[config.mk]
export PLATFORM = sky130hd
export DESIGN_NAME = cp0_irq_timer_flat
export DESIGN_NICKNAME = d
export VERILOG_FILES = /design/src/rtl/cp0_irq_timer_if.sv /design/src/rtl/cp0_irq_timer.sv /design/src/flat_wrapper.sv
export SDC_FILE = /design/constraint.sdc
export NUM_CORES = 1
export LEC_CHECK = 0
export ABC_AREA = 1
export CAP_MARGIN = 15
export CORE_MARGIN = 4
export CORE_UTILIZATION = 35
export DETAILED_ROUTE_END_ITERATION = 8
export PLACE_DENSITY = 0.66
export SYNTH_ARGS = -nofsm -noshare
export SYNTH_HDL_FRONTEND = slang
export SYNTH_SLANG_ARGS = --single-unit
[constraint.sdc]
create_clock -name clk -period 3.9 [get_ports clk]
set_clock_uncertainty 0.05 [all_clocks]
set_input_delay 0.39 -clock clk [delete_from_list [all_inputs] [get_ports clk]]
set_output_delay 0.39 -clock clk [all_outputs]
set_load 0.01 [all_outputs]
[src/rtl/cp0_irq_timer_if.sv]
// Bus bundle between the CP0 core / exception unit and cp0_irq_timer.
// Handshake: int_req stays high while a masked interrupt is pending; the exception unit pulses int_ack while int_req is high to take it.
interface cp0_irq_timer_if #(
    parameter int N_HW = 6
);
    logic              stall;
    logic              we;
    logic [4:0]        wr_addr;
    logic [2:0]        wr_sel;
    logic [31:0]       data_i;
    logic [4:0]        rd_addr;
    logic [2:0]        rd_sel;
    logic [31:0]       data_o;
    logic [N_HW-1:0]   hw_int_in;
    logic [7:0]        status_im;
    logic              status_ie;
    logic              status_exl;
    logic [7:0]        ip;
    logic              timer_int;
    logic              int_req;
    logic              int_ack;

    modport master (
        output stall, we, wr_addr, wr_sel, data_i, rd_addr, rd_sel,
        output hw_int_in, status_im, status_ie, status_exl, int_ack,
        input  data_o, ip, timer_int, int_req
    );

    modport slave (
        input  stall, we, wr_addr, wr_sel, data_i, rd_addr, rd_sel,
        input  hw_int_in, status_im, status_ie, status_exl, int_ack,
        output data_o, ip, timer_int, int_req
    );
endinterface

[src/rtl/cp0_irq_timer.sv]
// CP0 interrupt/timer unit: Count/Compare timer, hw line sync, pending vector, request FSM.
// Define CP0_IRQ_LATCH_EN for edge-latched hw lines (readable / W1C at {13,1}); default is level mode.
module cp0_irq_timer #(
    parameter int N_HW        = 6,
    parameter int SYNC_STAGES = 2,
    parameter int COUNT_DIV   = 2,
    parameter int TIMER_LINE  = 5
) (
    input  logic                   clk,
    input  logic                   rst,
    cp0_irq_timer_if.slave         bus,
    output logic [1:0]             o_dbg_state
);
    typedef enum logic [1:0] {
        ST_IDLE = 2'd0,
        ST_REQ  = 2'd1,
        ST_WAIT = 2'd2
    } state_t;

    localparam logic [7:0] A_COUNT   = {5'd9,  3'd0};
    localparam logic [7:0] A_COMPARE = {5'd11, 3'd0};
    localparam logic [7:0] A_CAUSE   = {5'd13, 3'd0};
    localparam logic [7:0] A_LATCH   = {5'd13, 3'd1};
    localparam logic [3:0] DIV_LAST  = 4'(COUNT_DIV - 1);

    logic [31:0]     r_count;
    logic [31:0]     r_compare;
    logic            r_armed;
    logic [3:0]      r_presc;
    logic [1:0]      r_sw;
    logic            r_timer_int;
    logic [7:0]      r_ip;
    logic [N_HW-1:0] r_sync [SYNC_STAGES];
    state_t          r_state;
    state_t          w_next;

    logic            w_wr;
    logic [7:0]      w_wr_addr;
    logic [7:0]      w_rd_addr;
    logic [N_HW-1:0] w_sync;
    logic [N_HW-1:0] w_src;
    logic [31:0]     w_latch_rd;
    logic [5:0]      w_hw;
    logic            w_pend;
    logic            w_take;

    assign w_wr      = bus.we & bus.stall;
    assign w_wr_addr = {bus.wr_addr, bus.wr_sel};
    assign w_rd_addr = {bus.rd_addr, bus.rd_sel};

    // Prescaler and Count only advance while the pipeline runs; a Count write restarts the prescaler.
    always_ff @(posedge clk or posedge rst) begin
        if (rst) begin
            r_count <= 32'd1;
            r_presc <= 4'd0;
        end else if (w_wr && w_wr_addr == A_COUNT) begin
            r_count <= bus.data_i;
            r_presc <= 4'd0;
        end else if (bus.stall) begin
            if (r_presc == DIV_LAST) begin
                r_presc <= 4'd0;
                r_count <= r_count + 32'd1;
            end else begin
                r_presc <= r_presc + 4'd1;
            end
        end
    end

    always_ff @(posedge clk or posedge rst) begin
        if (rst) begin
            r_compare   <= 32'd0;
            r_armed     <= 1'b0;
            r_timer_int <= 1'b0;
        end else if (w_wr && w_wr_addr == A_COMPARE) begin
            r_compare   <= bus.data_i;
            r_armed     <= 1'b1;
            r_timer_int <= 1'b0;
        end else if (r_armed && r_count == r_compare) begin
            r_timer_int <= 1'b1;
        end
    end

    always_ff @(posedge clk or posedge rst) begin
        if (rst) begin
            r_sw <= 2'b00;
        end else if (w_wr && w_wr_addr == A_CAUSE) begin
            r_sw <= bus.data_i[9:8];
        end
    end

    always_ff @(posedge clk or posedge rst) begin
        if (rst) begin
            for (int s = 0; s < SYNC_STAGES; s++) r_sync[s] <= '0;
        end else begin
            r_sync[0] <= bus.hw_int_in;
            for (int s = 1; s < SYNC_STAGES; s++) r_sync[s] <= r_sync[s-1];
        end
    end

    assign w_sync = r_sync[SYNC_STAGES-1];

`ifdef CP0_IRQ_LATCH_EN
    logic [N_HW-1:0] r_sync_d;
    logic [N_HW-1:0] r_latch;
    logic [N_HW-1:0] w_edge;
    logic [N_HW-1:0] w_clr;

    assign w_edge = w_sync & ~r_sync_d;
    assign w_clr  = (w_wr && w_wr_addr == A_LATCH) ? bus.data_i[N_HW-1:0] : '0;

    // A rising edge in the clear cycle wins so no interrupt is lost.
    always_ff @(posedge clk or posedge rst) begin
        if (rst) begin
            r_sync_d <= '0;
            r_latch  <= '0;
        end else begin
            r_sync_d <= w_sync;
            r_latch  <= (r_latch & ~w_clr) | w_edge;
        end
    end

    assign w_src      = r_latch;
    assign w_latch_rd = 32'(r_latch);
`else
    assign w_src      = w_sync;
    assign w_latch_rd = 32'd0;
`endif

    always_comb begin
        w_hw = 6'd0;
        for (int i = 0; i < N_HW; i++) w_hw[i] = w_src[i];
        w_hw[TIMER_LINE] = w_hw[TIMER_LINE] | r_timer_int;
    end

    always_ff @(posedge clk or posedge rst) begin
        if (rst) r_ip <= 8'd0;
        else     r_ip <= {w_hw, r_sw};
    end

    always_comb begin
        bus.data_o = 32'd0;
        case (w_rd_addr)
            A_COUNT:   bus.data_o = r_count;
            A_COMPARE: bus.data_o = r_compare;
            A_CAUSE:   bus.data_o = {16'd0, r_ip, 8'd0};
            A_LATCH:   bus.data_o = w_latch_rd;
            default:   bus.data_o = 32'd0;
        endcase
    end

    assign w_pend = |(r_ip & bus.status_im);
    assign w_take = bus.stall & bus.status_ie & ~bus.status_exl & w_pend;

    always_ff @(posedge clk or posedge rst) begin
        if (rst) r_state <= ST_IDLE;
        else     r_state <= w_next;
    end

    // A vanished pending term withdraws the request even if ack arrives in the same cycle.
    always_comb begin
        w_next = r_state;
        case (r_state)
            ST_IDLE: if (w_take) w_next = ST_REQ;
            ST_REQ: begin
                if (!w_pend)          w_next = ST_IDLE;
                else if (bus.int_ack) w_next = ST_WAIT;
            end
            ST_WAIT: if (!bus.status_exl) w_next = ST_IDLE;
            default: w_next = ST_IDLE;
        endcase
    end

    always_comb begin
        bus.int_req = (r_state == ST_REQ) && w_pend;
    end

    assign bus.ip        = r_ip;
    assign bus.timer_int = r_timer_int;
    assign o_dbg_state   = r_state;
endmodule

[src/flat_wrapper.sv]
// flat-port wrapper written by rule: the top's interface ports become plain ports
module cp0_irq_timer_flat 
#(
    parameter int N_HW        = 6,
    parameter int SYNC_STAGES = 2,
    parameter int COUNT_DIV   = 2,
    parameter int TIMER_LINE  = 5
)
  (clk, rst, o_dbg_state, bus_stall, bus_we, bus_wr_addr, bus_wr_sel, bus_data_i, bus_rd_addr, bus_rd_sel, bus_hw_int_in, bus_status_im, bus_status_ie, bus_status_exl, bus_int_ack, bus_data_o, bus_ip, bus_timer_int, bus_int_req);
  cp0_irq_timer_if #(.N_HW(N_HW)) bus_i ();
  input  logic clk;
  input  logic rst;
  output logic [1:0] o_dbg_state;
  input wire logic [$bits(bus_i.stall)-1:0] bus_stall;
  input wire logic [$bits(bus_i.we)-1:0] bus_we;
  input wire logic [$bits(bus_i.wr_addr)-1:0] bus_wr_addr;
  input wire logic [$bits(bus_i.wr_sel)-1:0] bus_wr_sel;
  input wire logic [$bits(bus_i.data_i)-1:0] bus_data_i;
  input wire logic [$bits(bus_i.rd_addr)-1:0] bus_rd_addr;
  input wire logic [$bits(bus_i.rd_sel)-1:0] bus_rd_sel;
  input wire logic [$bits(bus_i.hw_int_in)-1:0] bus_hw_int_in;
  input wire logic [$bits(bus_i.status_im)-1:0] bus_status_im;
  input wire logic [$bits(bus_i.status_ie)-1:0] bus_status_ie;
  input wire logic [$bits(bus_i.status_exl)-1:0] bus_status_exl;
  input wire logic [$bits(bus_i.int_ack)-1:0] bus_int_ack;
  output wire logic [$bits(bus_i.data_o)-1:0] bus_data_o;
  output wire logic [$bits(bus_i.ip)-1:0] bus_ip;
  output wire logic [$bits(bus_i.timer_int)-1:0] bus_timer_int;
  output wire logic [$bits(bus_i.int_req)-1:0] bus_int_req;
  assign bus_i.stall = bus_stall;
  assign bus_i.we = bus_we;
  assign bus_i.wr_addr = bus_wr_addr;
  assign bus_i.wr_sel = bus_wr_sel;
  assign bus_i.data_i = bus_data_i;
  assign bus_i.rd_addr = bus_rd_addr;
  assign bus_i.rd_sel = bus_rd_sel;
  assign bus_i.hw_int_in = bus_hw_int_in;
  assign bus_i.status_im = bus_status_im;
  assign bus_i.status_ie = bus_status_ie;
  assign bus_i.status_exl = bus_status_exl;
  assign bus_i.int_ack = bus_int_ack;
  assign bus_data_o = bus_i.data_o;
  assign bus_ip = bus_i.ip;
  assign bus_timer_int = bus_i.timer_int;
  assign bus_int_req = bus_i.int_req;
  cp0_irq_timer #(.N_HW(N_HW), .SYNC_STAGES(SYNC_STAGES), .COUNT_DIV(COUNT_DIV), .TIMER_LINE(TIMER_LINE)) u_core (.clk(clk), .rst(rst), .bus(bus_i), .o_dbg_state(o_dbg_state));
endmodule
# Yosys cells after proc, flatten, opt, wreduce, memory -nomap -nowiden
# Cells that the tools add are included.
[op_classes] add_sub_neg=2 bitwise=7 mux=14 reduce_logical=12 n_eq_ne=13
[op_table] cell="32-bit 2-to-1 mux" count=3
[op_table] cell="32-bit one-hot mux with 3 select lines" count=1
[op_table] cell="8-bit by 7-bit == test with 1-bit output, second input constant" count=6
[op_table] cell="32-bit by 1-bit adder with 32-bit output, second input constant" count=1
[op_table] cell="32-bit == test" count=1
[op_table] cell="4-bit 2-to-1 mux" count=3
[op_table] cell="8-bit bitwise AND" count=1
[op_table] cell="2-bit 2-to-1 mux" count=4
[op_table] cell="8-bit OR reduction" count=1
[op_table] cell="2-bit one-hot mux with 3 select lines" count=1
[op_table] cell="2-bit nonzero test" count=3
[op_table] cell="1-bit logical AND" count=5
[op_table] cell="4-bit by 1-bit adder with 4-bit output, second input constant" count=1
[op_table] cell="1-bit bitwise AND" count=4
[op_table] cell="4-bit by 1-bit == test with 1-bit output, second input constant" count=1
[op_table] cell="3-bit != test, second input constant" count=1
[op_table] cell="3-bit AND reduction" count=1
[op_table] cell="2-bit by 1-bit == test with 1-bit output, second input constant" count=1
[op_table] cell="2-bit == test, second input constant" count=1
[op_table] cell="2-bit logical NOT" count=1
[op_table] cell="1-bit 2-to-1 mux" count=2
[op_table] cell="2-bit by 1-bit != test with 1-bit output, second input constant" count=1
[op_table] cell="2-bit != test, second input constant" count=1
[op_table] cell="2-bit AND reduction" count=1
[op_table] cell="other kinds (2)" count=2
[word_totals] elab_cells=58 output_inout_bits=44 register_bits=94 input_bits=69

# Depth between registers and ports, before layout
# Gate-level depths: netlist of the first run.
[logic_depth] depth_word=5 mapped_depth=10 depth_no_buf=10

# Worst setup path after synthesis of the first run
# OpenSTA, ideal clock, no wires.
[synth_path] path_kind="in2out" from="input bus_rd_addr[4]" to="output bus_data_o[16]" t_required_ns=3.460 n_path_buf=1 arrival_ns=1.262 path_slack_ns=2.198 cell_stages=6 path_cell_list="inv_1 > nand2_1 > nor3_1 > nand2_1 > clkbuf_1 > o22ai_1"
[synth_via] elab_chain_cells=2 word_cells_on_any_way=4 cone_classes="eq/ne (3); mux (1)"
[synth_lines] element="from (decl)" line="flat_wrapper.sv:19" rtl="input wire logic [$bits(bus_i.rd_addr)-1:0] bus_rd_addr;"
[synth_lines] element="8-bit by 7-bit == test with 1-bit output" line="cp0_irq_timer.sv:142" rtl="case (w_rd_addr)"
[synth_lines] element="32-bit one-hot mux with 3 select lines *" line="cp0_irq_timer.sv:142"
[synth_lines] element="to (decl)" line="flat_wrapper.sv:26" rtl="output wire logic [$bits(bus_i.data_o)-1:0] bus_data_o;"
# Mark *: on every way between the ends. The rest lies on a longest branch, timed or not.

# Worst setup path in the final report of the first run
[layout_path] from="input bus_rd_addr[0]" to="output bus_data_o[0]"
# The elaborated chain is that of the path after synthesis.

==> flow_summary.ini, run 1 <==
[global_route]
antenna_found_initial = 0
wire_length_of_the_first_global_routing_pass_um = 26900
number_of_global_route_vias_before_repair = 5300
track_usage_pct = 18.6
grt_overflow = 0
grt_max_degree = 58

[timing]
layout_min_cycle_time_ps = 3220
setup_viol = 0
drv_slew = 0
setup_repair_after_global_routing_missed_its_margin = no
setup-tns-final_ps = 0
slew_headroom_pct = 47.8
final_hold_fails = 0
clock.fmax_mhz = 311
tightest_slew_ps = 781
final_critical_path_setup_slack_ps = 682
post-route-period-util_pct = 82.5

[pwr]
p_int_mw = 2.05
power_frac_seq_pct = 41.5
net-switching-power_mw = 1.20
power_per_cell_area_nw_per_um2 = 442
p_leak_nw = 3.41
clkPwrFrac_pct = 28.3
finalPower_mw = 3.25
share_of_total_power_in_combinational_logic_pct = 30.3
sw_frac_of_total_pct = 36.8
worst_ir_drop_vdd_mv = 0.200

[route]
drt_iter0_drc = 364
total_via_count_after_detailed_routing = 5544
routedWlPerCell_um = 14.5
totalWireLength_um = 16700
drt_drc_violations_left = 0
drtPass1Iterations = 5
routed_via_density = 4.83
drtAntennaViolNets = 0

[synth]
postSynthRegisterBits = 94
share_of_synthesized_area_occupied_by_flip_flops_and_latches_pct = 41.2
yosys.cell_types.count = 38
avgSynthCellArea_um2 = 6.97
mapped_area_um2 = 5720
synthesis.instances = 821
synth.net_count = 893
yosys_warnings = 0

[die]
design.core.area_um2 = 15900
design.portCount = 113
floorplan.die_area_um2 = 18400
die_w_um = 136
die-height_um = 136
floorplan.initialDensity_pct = 35.9
placement_rows = 46

[layout]
antenna_cells_inserted = 0
synthToLayoutAreaGrowth_pct = 28.5
drive_gt1_share_pct = 6.97
final_net_count = 999

[worst_setup_path]
worstPathCellList = clkdlybuf4s50_1, inv_1, nor2_1, nand2_1, inv_1, nand3_1, buf_4, o21ai_0, clkdlybuf4s50_1
cp-end-kind = primary output
critical_path.startpoint_type = primary input
critical_path_required_ps = 3460
cp_max_stage_delay_ps = 570
criticalPathCategory = in2out
worst-path-max-fanout = 14
timing.critical_path.slowest_stage_cell = sky130_fd_sc_hd__clkdlybuf4s50_1
cp.arrival_ps = 2780

[placed_design]
io_buffer_count = 112
place_hpwl_um = 12400
place_ws_ps = 657
gp_congestion = 0.858

[clocking]
cts_hold_buffers = 0
tritoncts = yes
cts_setup_buffers = 0
clk_path_buf_depth = 2
clock-sinks = 94
cts-buffers-inserted = 9
post_cts_resize_count = 0
library_cell_used_as_clock_root_buffer = sky130_fd_sc_hd__clkbuf_16
h-tree-depth = 3
clk-insertion-delay-late_ps = 360
clk_pin_slew_ps = 60

[min_path]
hold_path_class = reg2reg

[job]
cap_viol_max_count = 0

[run_status]
run_status = completed
-- critical path: cells and delay by family --
| kind | cells | cell delay, ps |
|---|---|---|
| AND/OR/NAND/NOR | 3 | 670 |
| AO/OA/AOI/OAI | 1 | 170 |
| buffers and inverters | 5 | 1530 |
-- placed cells by master (no fill, tap or decap), types with 2 or more instances in the layout --
cell / netlist / layout
sky130_fd_sc_hd__nand2_1: 266 / 266
sky130_fd_sc_hd__inv_1: 121 / 120
sky130_fd_sc_hd__clkdlybuf4s50_1: 0 / 112
sky130_fd_sc_hd__dfrtp_1: 93 / 93
sky130_fd_sc_hd__nor2_1: 70 / 70
sky130_fd_sc_hd__nand3_1: 42 / 41
sky130_fd_sc_hd__o21ai_0: 40 / 40
sky130_fd_sc_hd__o21ai_1: 32 / 32
sky130_fd_sc_hd__a21oi_1: 25 / 25
sky130_fd_sc_hd__o22ai_1: 23 / 23
sky130_fd_sc_hd__a21oi_2: 16 / 16
sky130_fd_sc_hd__xor2_1: 12 / 12
sky130_fd_sc_hd__clkbuf_16: 0 / 9
sky130_fd_sc_hd__nor2_2: 8 / 8
sky130_fd_sc_hd__nand4_1: 8 / 8
sky130_fd_sc_hd__buf_4: 4 / 7
sky130_fd_sc_hd__o221ai_1: 6 / 6
sky130_fd_sc_hd__nor3_1: 5 / 5
sky130_fd_sc_hd__or2_2: 3 / 3
sky130_fd_sc_hd__clkinv_2: 1 / 3
sky130_fd_sc_hd__o211ai_1: 3 / 3
sky130_fd_sc_hd__ha_1: 3 / 3
sky130_fd_sc_hd__nor2_4: 2 / 2
sky130_fd_sc_hd__nand2_4: 2 / 2
sky130_fd_sc_hd__nand3_2: 1 / 2
sky130_fd_sc_hd__nand2_2: 2 / 2
sky130_fd_sc_hd__nor4_1: 2 / 2
sky130_fd_sc_hd__xnor2_1: 2 / 2
sky130_fd_sc_hd__clkinv_4: 0 / 2
-- path summary, 6_finish.rpt --
| kind | cells after the start | endpoint | slack [ps] | startpoint |
|---|---|---|---|---|
| min reg2reg | 0 | u_core.bus.ip[4] | 300 | u_core.w_src[2] |
| min in group asynchronous | 2 | u_core.o_dbg_state[1] | 430 | rst |
| max in group asynchronous | 3 | u_core.r_count[0] | 2590 | rst |
| max | 9 | bus_data_o[0] | 680 | bus_rd_addr[0] |
| min | 0 | u_core.bus.ip[4] | 300 | u_core.w_src[2] |
| max reg2reg | 10 | u_core.r_count[18] | 1810 | u_core.r_count[0] |
-- layout make-up --
type                    count  area (um2)
clock buffers              10         239
repair buffers            120        1190
clock inverters             6        68.8
inverters                 124         470
flip-flops and latches     94        2350
multi-input cells         578        2750
well taps                 216         270
fillers                  1639        8590
-- synth_stat cells (all sizes together) --
master	instances	area, um2
dfstp	1	26.3
o22ai	23	144
inv	123	464
and2	1	6.26
a21boi	1	7.51
nand3	44	238
a21oi	41	265
o211ai	3	22.5
dfrtp	93	2330
a22o	1	8.76
nand4	8	50.1
nor4	2	12.5
clkinv	1	5.00
clkbuf	10	38.8
or2	3	18.8
buf	15	110
nand3b	1	7.51
nor2	80	335
o221ai	6	52.6
xnor2	2	17.5
ha	3	37.5
xor2	12	105
o21ai	72	360
nor3	5	25.0
nand2	270	1030
-- through the flow --
| step | hold WS, ps | utilization [%] | instances | instance area, um2 |
|---|---|---|---|---|
| after floorplan | 281 | - | 821 | 5720 |
| after global placement | 281 | 44.2 | 1132 | 7040 |
| after detailed placement | 285 | 44.2 | 1132 | 7040 |
| after CTS | 300 | 46.1 | 1148 | 7350 |
| after global routing | 304 | 46.1 | 1148 | 7350 |
| final | 297 | 46.1 | 1148 | 7350 |
-- kinds of logic (layout without fill, tap and decap cells) --
family | after synthesis | in the layout | share of synthesized area (%)
compound gates | 147 | 147 | 15.1
xor+xnor | 14 | 14 | 2.14
fa+ha+maj | 3 | 3 | 0.656
buf+inv | 149 | 260 | 10.8
flops | 94 | 94 | 41.2
simple gates | 414 | 414 | 30.2
-- power groups by stage --
stage | Clock [mW] | Sequential (mW) | Combinational (mW)
4_1_cts | 0.938 | 1.34 | 0.987
6_report | 0.919 | 1.35 | 0.984
3_3_place_gp | 0 | 1.36 | 0.976
2_1_floorplan | 0 | 1.30 | 0.729
3_5_place_dp | 0 | 1.36 | 0.981
5_1_grt | 0.978 | 1.37 | 1.13
-- flip-flops by register name (all words and copies together), names as in the netlist, 2 cells and up --
signal              cells
u_core.r_compare       32
u_core.r_sw             2
u_core.r_presc          4
u_core.bus.ip           8
u_core.w_src            6
u_core.r_count         32
u_core.o_dbg_state      2
u_core.r_sync           6
-- routing by layer --
layer	share of wire [%]	vias to the layer above	GRT usage (%)
met4	1.9	0	5.77
met2	45	160	29.1
met1	47	2540	25.6
met5	0	-	0
met3	6.1	22	4.37
li1	-	2822	-
Power figures use the tool's default switching activity.
==> run 2: changes to the inputs <==
--- a/config.mk
+++ b/config.mk
@@ -10,7 +10,7 @@
 export CORE_MARGIN = 4
 export CORE_UTILIZATION = 35
 export DETAILED_ROUTE_END_ITERATION = 8
-export PLACE_DENSITY = 0.66
+export PLACE_DENSITY = 0.68
 export SYNTH_ARGS = -nofsm -noshare
 export SYNTH_HDL_FRONTEND = slang
 export SYNTH_SLANG_ARGS = --single-unit
==> constraint.sdc (replaced) <==
create_clock -name clk -period 2.7 [get_ports clk]
set_clock_uncertainty 0.05 [all_clocks]
set_input_delay 0.27 -clock clk [delete_from_list [all_inputs] [get_ports clk]]
set_output_delay 0.27 -clock clk [all_outputs]
set_load 0.01 [all_outputs]
==> run 2 against run 1 <==
Compared with the run above:
- worst setup slack lost 470 ps
- count of clock-buffer cells in the layout is the same
- final cell count grew 0.26%
- highest routed layer unchanged
- flip-flop and latch count is the same
- via count shrank 0.87%
- wire length shrank 0.49%
- die area is the same
==> flow_summary.ini, run 2 (synthesis results as in run 1) <==
[run_status]
run_status = completed

[route]
drtAntennaViolNets = 0
routedWlPerCell_um = 14.4
drt_drc_violations_left = 0
drt_iter0_drc = 441
drtPass1Iterations = 5
routed_via_density = 4.77
total_via_count_after_detailed_routing = 5496
totalWireLength_um = 16600

[worst_setup_path]
worst-path-max-fanout = 10
criticalPathCategory = in2out
cp.arrival_ps = 2170
timing.critical_path.slowest_stage_cell = sky130_fd_sc_hd__clkdlybuf4s50_1
worstPathCellList = clkdlybuf4s50_1, inv_1, nor3_1, nand2_1, buf_4, o22ai_1, clkdlybuf4s50_1
critical_path_required_ps = 2380
critical_path.startpoint_type = primary input
critical_path.n_buffers_inverters = 4
crit_top_cell = sky130_fd_sc_hd__clkdlybuf4s50_1
cp-end-kind = primary output
cp_max_stage_delay_ps = 600
path_delay_family = buffers and inverters

[die]
floorplan.die_area_um2 = 18400
placement_rows = 46
die_w_um = 136
die-height_um = 136
design.portCount = 113
floorplan.initialDensity_pct = 35.9
design.core.area_um2 = 15900

[clocking]
clk_pin_slew_ps = 70
clk-insertion-delay-late_ps = 360
post_cts_resize_count = 0
cts-buffers-inserted = 9
clock-sinks = 94
clk_path_buf_depth = 2
cts_setup_buffers = 0
tritoncts = yes
cts_hold_buffers = 0
h-tree-depth = 3
library_cell_used_as_clock_root_buffer = sky130_fd_sc_hd__clkbuf_16

[layout]
layout.area.seq_um2 = 2350
final_net_count = 1002
most_frequent_cells_in_the_layout = 266 x sky130_fd_sc_hd__nand2_1, 120 x sky130_fd_sc_hd__inv_1, 112 x sky130_fd_sc_hd__clkdlybuf4s50_1
final.fill_count = 1623
final_design_area_no_fill_um2 = 7400
multiInputGateArea_um2 = 2750
drive_gt1_share_pct = 7.27
antenna_cells_inserted = 0
synthToLayoutAreaGrowth_pct = 29.3
layout.cells.most_common = sky130_fd_sc_hd__nand2_1
fin_util_pct = 46.4

[global_route]
grt_overflow = 0
grt_max_degree = 95
wire_length_of_the_first_global_routing_pass_um = 26400
number_of_global_route_vias_before_repair = 5151
track_usage_pct = 18.1
antenna_found_initial = 0

[placed_design]
place_hpwl_um = 12200
io_buffer_count = 112
gp_congestion = 0.885
post_dp_cell_area_um2 = 7070

[pwr]
power_per_cell_area_nw_per_um2 = 646
p_int_mw = 3.06
worst_ir_drop_vdd_mv = 0.295
share_of_total_power_in_combinational_logic_pct = 29.7
finalPower_mw = 4.78
net-switching-power_mw = 1.72
p_leak_nw = 3.44
sw_frac_of_total_pct = 36.0
power_frac_seq_pct = 40.7
clkPwrFrac_pct = 29.6

[timing]
post-route-period-util_pct = 92.2
hold-worst-slack_ps = 296
drv_slew = 0
setup_viol = 0
final_hold_fails = 0
layout_min_cycle_time_ps = 2490
tightest_slew_ps = 544
clock.fmax_mhz = 402
slew_headroom_pct = 63.8
setup-tns-final_ps = 0
setup_repair_after_global_routing_missed_its_margin = no

[min_path]
hold_path_class = reg2reg

[job]
cap_viol_max_count = 0
==> run 2: changes by cell type in the layout (fill, tap and decap cells not counted) <==
cell	previous run	this run
sky130_fd_sc_hd__buf_4	7	10
sky130_fd_sc_hd__clkinv_2	3	2
sky130_fd_sc_hd__clkinv_4	2	1
sky130_fd_sc_hd__inv_6	1	2
sky130_fd_sc_hd__bufinv_16	1	2
==> run 2: area by class of cell <==
class / instances / share of cell area, %
sequential: 94 / 31.8
clock inverter: 6 / 1.23
clock buffer: 10 / 3.23
tap: 216 / 3.65
multi-input combinational: 578 / 37.2
inverter: 124 / 6.39
timing repair buffer: 123 / 16.4
==> run 2: worst paths after layout <==
kind	cells after the start	slack (ps)	from	to
setup / recovery	7	210	bus_rd_addr[1]	bus_data_o[6]
hold / removal	0	300	u_core.r_sync[7]	u_core.w_src[1]
setup reg to reg	10	610	u_core.r_count[0]	u_core.r_count[18]
hold reg to reg	0	300	u_core.r_sync[7]	u_core.w_src[1]
max in group asynchronous	3	1870	rst	u_core.r_compare[18]
min in group asynchronous	3	360	rst	u_core.r_presc[1]
==> run 2: metrics by stage <==
stage                     worst slack, ps  instances
after global routing                 42.5       1151
after detailed placement              220       1135
after CTS                             206       1151
after floorplan                      1030        821
after global placement                243       1135
final                                 210       1151
==> run 2: layer usage <==
metal / routed length (um) / vias up / track usage, %
met5: 0 / - / 0
met4: 172 / 0 / 4.54
met3: 1010 / 13 / 3.29
met2: 7700 / 167 / 28.7
met1: 7710 / 2497 / 25.7
li1: - / 2819 / -
==> run 2: power by group through the flow <==
| stage | Combinational (mW) | Sequential (mW) | Clock (mW) |
|---|---|---|---|
| final | 1.42 | 1.95 | 1.42 |
| after global routing | 1.63 | 1.99 | 1.50 |
| after floorplan | 1.05 | 1.88 | 0 |
| after detailed placement | 1.41 | 1.96 | 0 |
| after CTS | 1.42 | 1.94 | 1.45 |
| after global placement | 1.40 | 1.96 | 0 |
